## src/rtl/dcache_controller.sv

```systemverilog
// Data-cache control stage: combinational hit path into the 2-way SRAM, plus an
// FSM sequencing dirty write-back, line refill and re-lookup on a miss.
module dcache_controller (
  input  logic         clk_i,
  input  logic         rst_i,
  input  logic [31:0]  cpu_addr_i,
  input  logic [31:0]  cpu_data_i,
  input  logic         cpu_MemRead_i,
  input  logic         cpu_MemWrite_i,
  output logic [31:0]  cpu_data_o,
  output logic         cpu_stall_o,
  output logic [3:0]   sram_addr_o,
  output logic [24:0]  sram_tag_o,
  output logic [255:0] sram_data_o,
  output logic         sram_enable_o,
  output logic         sram_write_o,
  input  logic [24:0]  sram_tag_i,
  input  logic [255:0] sram_data_i,
  input  logic         sram_hit_i,
  output logic [31:0]  mem_addr_o,
  output logic [255:0] mem_data_o,
  output logic         mem_enable_o,
  output logic         mem_write_o,
  input  logic [255:0] mem_data_i,
  input  logic         mem_ack_i
);

  typedef enum logic [2:0] {
    IDLE,
    MISS,
    WRITEBACK,
    READMISS,
    READMISSOK
  } state_t;

  state_t         state;
  logic           req;
  logic [3:0]     index;
  logic [22:0]    cpu_tag;
  logic [7:0]     bit_off;
  logic           victim_dirty;
  logic [255:0]   merged;

  always_comb begin
    req          = cpu_MemRead_i | cpu_MemWrite_i;
    index        = cpu_addr_i[8:5];
    cpu_tag      = cpu_addr_i[31:9];
    bit_off      = {cpu_addr_i[4:2], 5'b0};
    victim_dirty = sram_tag_i[24] & sram_tag_i[23];
    merged                = sram_data_i;
    merged[bit_off +: 32] = cpu_data_i;

    sram_addr_o   = index;
    sram_tag_o    = {2'b11, cpu_tag};
    sram_data_o   = merged;
    sram_enable_o = 1'b0;
    sram_write_o  = 1'b0;
    cpu_stall_o   = 1'b0;
    cpu_data_o    = '0;

    // Every CPU/SRAM-facing control is forced quiet while reset is asserted.
    if (rst_i) begin
      case (state)
        IDLE: begin
          sram_enable_o = req;
          cpu_stall_o   = req & ~sram_hit_i;
          if (req & sram_hit_i) begin
            if (cpu_MemWrite_i) sram_write_o = 1'b1;
            else                cpu_data_o   = sram_data_i[bit_off +: 32];
          end
        end
        MISS: begin
          sram_enable_o = req;
          cpu_stall_o   = 1'b1;
        end
        WRITEBACK: cpu_stall_o = 1'b1;
        READMISS: begin
          sram_enable_o = 1'b1;
          cpu_stall_o   = 1'b1;
          if (mem_ack_i) begin
            sram_write_o = 1'b1;
            sram_data_o  = mem_data_i;
            sram_tag_o   = {2'b10, cpu_tag};
          end
        end
        READMISSOK: begin
          sram_enable_o = 1'b1;
          cpu_stall_o   = 1'b1;
        end
        default: cpu_stall_o = 1'b0;
      endcase
    end
  end

  always_ff @(posedge clk_i) begin
    if (!rst_i) begin
      state        <= IDLE;
      mem_enable_o <= 1'b0;
      mem_write_o  <= 1'b0;
      mem_addr_o   <= '0;
      mem_data_o   <= '0;
    end else begin
      mem_enable_o <= 1'b0;
      case (state)
        IDLE: if (req & ~sram_hit_i) state <= MISS;
        MISS: begin
          mem_enable_o <= 1'b1;
          if (victim_dirty) begin
            mem_addr_o  <= {sram_tag_i[22:0], index, 5'b0};
            mem_data_o  <= sram_data_i;
            mem_write_o <= 1'b1;
            state       <= WRITEBACK;
          end else begin
            mem_addr_o  <= {cpu_tag, index, 5'b0};
            mem_write_o <= 1'b0;
            state       <= READMISS;
          end
        end
        WRITEBACK: if (mem_ack_i) begin
          mem_enable_o <= 1'b1;
          mem_write_o  <= 1'b0;
          mem_addr_o   <= {cpu_tag, index, 5'b0};
          state        <= READMISS;
        end
        READMISS:   if (mem_ack_i) state <= READMISSOK;
        READMISSOK: state <= IDLE;
        default:    state <= IDLE;
      endcase
    end
  end

endmodule

```

## config.mk

```make
export PLATFORM = sky130hd
export DESIGN_NAME = dcache_controller
export DESIGN_NICKNAME = d
export VERILOG_FILES = /design/src/rtl/dcache_controller.sv
export SDC_FILE = /design/constraint.sdc
export NUM_CORES = 1
export LEC_CHECK = 0
export BUFFER_PORTS_ARGS = -buffer_cell sky130_fd_sc_hd__buf_4
export CAP_MARGIN = 20
export CORE_AREA = 2 2 472 474
export DETAILED_ROUTE_END_ITERATION = 7
export DIE_AREA = 0 0 474 476
export GPL_TIMING_DRIVEN = 1
export PLACE_DENSITY_LB_ADDON = 0.15
export SETUP_SLACK_MARGIN = 0.3
export SKIP_CTS_REPAIR_TIMING = 1
export SYNTH_ARGS = -nofsm -noshare
export SYNTH_HDL_FRONTEND = slang
export SYNTH_SLANG_ARGS = --single-unit
export TNS_END_PERCENT = 20
```

## constraint.sdc

```tcl
create_clock -name clk_i -period 4.74 [get_ports clk_i]
set_clock_uncertainty 0.2 [all_clocks]
set_input_delay 0.948 -clock clk_i [delete_from_list [all_inputs] [get_ports clk_i]]
set_output_delay 0.948 -clock clk_i [all_outputs]
set_load 0.01 [all_outputs]
```

# Yosys cells after proc, flatten, opt, wreduce, memory -nomap -nowiden
# Cells that the tools add are included.
[totals] reg_bits=293 elab_cells=61 n_memories=0 input_bits=607 ram_bits=0 mem_bits_ro=0 latch_bits=0
[op_classes] eq_ne=7 mux=32 add_sub_neg=1 n_div=0 reduce_logical=8 n_mul=0 n_lt_le_gt_ge=0 n_bitwise=5 n_shift=3
[op_table] cell="$mux 256" n=3
[op_table] cell="$bwmux 256" n=1
[op_table] cell="$shift 32x10->256 const A" n=1
[op_table] cell="$shiftx 256x9->32" n=1
[op_table] cell="$shiftx 32x10->256" n=1
[op_table] cell="$mux 32" n=6
[op_table] cell="$mux 24" n=3
[op_table] cell="$pmux 32 s2" n=1
[op_table] cell="$pmux 3 s4" n=1
[op_table] cell="$neg 8->10" n=1
[op_table] cell="$pmux 1 s2" n=5
[op_table] cell="$mux 1" n=9
[op_table] cell="$mux 3" n=3
[op_table] cell="$eq 3x2->1 const B" n=2
[op_table] cell="$ne 2x2->1 const B" n=3
[op_table] cell="$reduce_and 2->1" n=2
[op_table] cell="$reduce_or 2->1" n=2
[op_table] cell="$reduce_or 4->1" n=1
[op_table] cell="$and 1x1->1" n=3
[op_table] cell="$eq 3x1->1 const B" n=1
[op_table] cell="$eq 3x3->1 const B" n=1
[op_table] cell="$logic_not 3->1" n=1
[op_table] cell="$reduce_and 3->1" n=1
[op_table] cell="$reduce_bool 2->1" n=1
[op_table] cell="2 further kinds" n=2

# Depth between registers and ports, before layout
[logic_depth] depth_word=6 ltp_mapped=13 ltp_nobuf=6

# Worst setup path after synthesis
# Ideal clock, no wire load.
[synth_timing] path_type="input -> output" from="input port cpu_addr_i[3]" to="output port sram_data_o[24]" setup_slack_ps=20 required_time_ps=3592 t_arrival_ps=3572 n_path_buf=5 stages=11 path_cell_list="buf_2 -> buf_2 -> buf_1 -> inv_1 -> ha_1 -> ha_1 -> or3b_2 -> clkbuf_1 -> clkbuf_1 -> or3_1 -> a31oi_1"
[synth_between] elab_chain_cells=6 elab_cells_between_ends=7 cone_classes="1 x add/sub; 2 x shift; 4 x mux"
[synth_lines] element="from (decl)" line_no="6" source="input logic [31:0] cpu_addr_i,"
[synth_lines] element="$neg 8->10 *" line_no="51" source="merged[bit_off +: 32] = cpu_data_i;"
[synth_lines] element="$shiftx 32x10->256 or $shift 32x10->256 (tied branches)" line_no="51"
[synth_lines] element="$bwmux 256 *" line_no="51"
[synth_lines] element="$mux 256" line_no="80" source="if (mem_ack_i) begin"
[synth_lines] element="$mux 256" line_no="63" source="case (state)"
[synth_lines] element="$mux 256 *" line_no="62" source="if (rst_i) begin"
[synth_lines] element="to (decl)" line_no="14" source="output logic [255:0] sram_data_o,"
# Mark *: on every way between the ends. The rest lies on a longest branch, timed or not.

# Worst setup path in the final report
[layout_timing] from="input port cpu_addr_i[2]" to="output port sram_data_o[58]"
# Same word-level chain as after synthesis.

==> results.cfg <==
[yosys]
synth-simple-area-share_pct = 23.47
ys_dominant_reg_cell = dfxtp_1
syn_inst = 2797
ys_warn_count = 0
synth.avg_cell_area_um2 = 7.165
syn-cell-area_um2 = 20040
ys_seq_elements = 288
synthTopCellsByArea = dfxtp_1 29%, o21ai_0 10%, a21oi_1 8.3%
synth_compound_area_share_pct = 30.80
ys_seq_area_share_pct = 28.77
synth_top_area_share_pct = 28.77
synth.area.mux_share_pct = 7.192
yosysTopAreaCell = dfxtp_1
synth.distinct_cells = 54
synthXorXnorAreaFrac_pct = 0
ys_async_sr_fraction_pct = 0
synth_top_family_by_area = compound AO/OA/AOI/OAI gates
synthAdderAreaFrac_pct = 0.3746
synth_edf_count = 0

[critical_path]
start_kind = input port
r2r_cells = 5
slowest_delay_ns = 0.96
crit_start = cpu_addr_i[2]
timing.critical_path.buf_inv = 4
rrSetupSlack_ns = 1.29
cp_data_arrival_time_ns = 3.47
critPathTopFamily = simple AND/OR/NAND/NOR gates
cp.required_ns = 3.59
reg2reg_from = state[2]$_SDFFE_PN0P_
path_cells = buf_6 -> inv_1 -> ha_4 -> ha_2 -> buf_12 -> nor2b_1 -> a22oi_1 -> a21oi_1 -> buf_4
path_class = in -> out
crit_slowest_cell = nor2b_1
path_max_fanout = 25
cp_num_cells = 9
critPathCaptureType = output pin
endpoint = sram_data_o[58]
critical_path.reg2reg.endpoint = mem_data_o[82]$_SDFFE_PN0P_

[routing]
viasPerCell = 4.276
ant_nets = 0
drcViolationCount = 0
vias = 29210
routed_wl_mm = 258.1
drtIter0Drc = 2295
wl_per_cell_um = 37.79
drt-pass1-iter-count = 8

[placed_design]
numPortBuffers = 1208
place_area_um2 = 33150
dp.cells = 6717
dp_hpwl_mm = 208.9
gp_congestion = 0.8877

[floorplan]
num_rows = 173
fp.dieH_um = 476
die-area_um2 = 225600
initial_core_util_pct = 9.069
die_w_um = 474
fp.coreArea_um2 = 221000
ioPinCount = 1217

[timing]
fmax_ghz = 0.2163
tightestPinTransition_ns = 1.230
setup-violations-final = 0
fin_setup_tns_ns = 0
slew_violations = 0
fin_crit_ns = 4.623
hold_violations = 0
slew-limit-headroom_pct = 17.82
period_share_pct = 97.52
rsz0062_at_grt = yes

[clock_tree]
clock_latency_ns = 0.66
clk_pin_slew_ns = 0.07
cts_root_buf = clkbuf_16
numCtsBuffers = 45
htreeDepth = 2
cts_max_path_buffers = 3
cts_sinks = 288
cts_tree = yes

[grt]
grt_usage_pct = 21.64
grt_overflow_total = 0
grt_max_degree = 130
grt_pass1_vias = 28820
grt_antenna_before_repair = 94
grt_pass1_wl_mm = 320.5

[final_layout]
drive_gt1_share_pct = 41.13
final_area_um2 = 34930
nNetsFinal = 4410
area_delta_synth_final_pct = 74.28
final_cell_mix = 1308 x buf_4, 410 x o21ai_0, 325 x a21oi_1
layout.cells.non_filler = 6831
final_core_util_pct = 15.80
final_common_cell = buf_4
nFillCells = 25490
regArea_um2 = 5772
multi_input_area_um2 = 12860

[pwr]
power_mw = 9.326
power_density_nw_per_um2 = 267.0
p_leak_nw = 13.07
vdd_drop_max_mv = 0.2319

[run_status]
status = completed

[min_path]
min_path_type = reg -> reg

[flow_run]
maxCapViolCount = 0
==> synthesized netlist by cell type, drive strengths merged, types with 2 or more instances <==
| cell | count |
|---|---|
| o31ai | 32 |
| conb | 2 |
| a22oi | 64 |
| or4 | 96 |
| nor3b | 2 |
| a311oi | 22 |
| buf | 87 |
| or3b | 3 |
| nand2b | 7 |
| and4b | 3 |
| dfxtp | 288 |
| o21ai | 411 |
| o311ai | 3 |
| clkbuf | 325 |
| a31oi | 192 |
| nor2 | 5 |
| or2 | 2 |
| mux4 | 64 |
| nor3 | 281 |
| nor2b | 27 |
| nand2 | 143 |
| a21oi | 331 |
| or3 | 34 |
| inv | 38 |
| ha | 6 |
| nand3 | 283 |
| a22o | 27 |
==> cells by family after synthesis <==
kind of cell	count (synthesis)
AOI/OAI and AO/OA	1091
and+or+nand+nor	895
buffers and inverters	451
DFF	288
muxes	64
adders and majority gates	6
other	2
==> sequential cells by signal (all words and copies together) (netlist names) <==
register / cells
mem_data_o: 256
mem_write_o: 1
state: 3
mem_addr_o: 27
mem_enable_o: 1
==> per-layer routing <==
| metal | vias to the layer above | part of all wire [%] | global-route usage (%) |
|---|---|---|---|
| met5 | - | 0.043 | 0 |
| met4 | 18 | 2.7 | 5.484 |
| met3 | 277 | 8.5 | 7.037 |
| met2 | 1493 | 50 | 38.37 |
| met1 | 14850 | 39 | 24.86 |
| li1 | 12570 | - | - |
==> worst min-delay path by stage <==
stage,from,end,cells past startpoint
finish,mem_addr_o[8]$_SDFFE_PN0P_,mem_addr_o[8]$_SDFFE_PN0P_,2
CTS,mem_data_o[11]$_SDFFE_PN0P_,mem_data_o[11]$_SDFFE_PN0P_,2
global route,mem_data_o[11]$_SDFFE_PN0P_,mem_data_o[11]$_SDFFE_PN0P_,2
floorplan,mem_addr_o[5]$_SDFFE_PN0P_,mem_addr_o[5]$_SDFFE_PN0P_,2
detailed placement,mem_addr_o[8]$_SDFFE_PN0P_,mem_addr_o[8]$_SDFFE_PN0P_,2
global placement,mem_addr_o[6]$_SDFFE_PN0P_,mem_addr_o[6]$_SDFFE_PN0P_,2
==> report_power, final <==
| part | leakage, nW | internal (mW) | switching, mW |
|---|---|---|---|
| combinational | 9.98 | 1.16 | 1.92 |
| sequential | 2.33 | 2.52 | 0.0615 |
| clock | 0.756 | 2.15 | 1.51 |
==> tightest hold or removal path: cells and delay by family (launching register included) <==
family,cells,cell delay (ns)
flops,1,0.31
simple gates,1,0.06
compound gates,1,0.05
==> cell type report <==
cell class / count / area share, %
clock buffer: 72 / 4.066
antenna: 24 / 0.1719
inverter: 39 / 0.4836
sequential: 288 / 16.52
multi-input combinational: 2063 / 36.81
clock inverter: 10 / 0.3152
tap: 2975 / 10.66
timing repair buffer: 1360 / 30.97
==> per-stage QoR <==
step / setup WS (ns) / hold WS (ns)
after floorplan: 0.3136 / 0.2922
after global placement: 0.01810 / 0.2600
after detailed placement: 0.007520 / 0.2629
after CTS: 0.0002025 / 0.2744
after global routing: 0.1831 / 0.2875
final: 0.1174 / 0.2697
No activity file was read; power rests on OpenSTA's default activity.
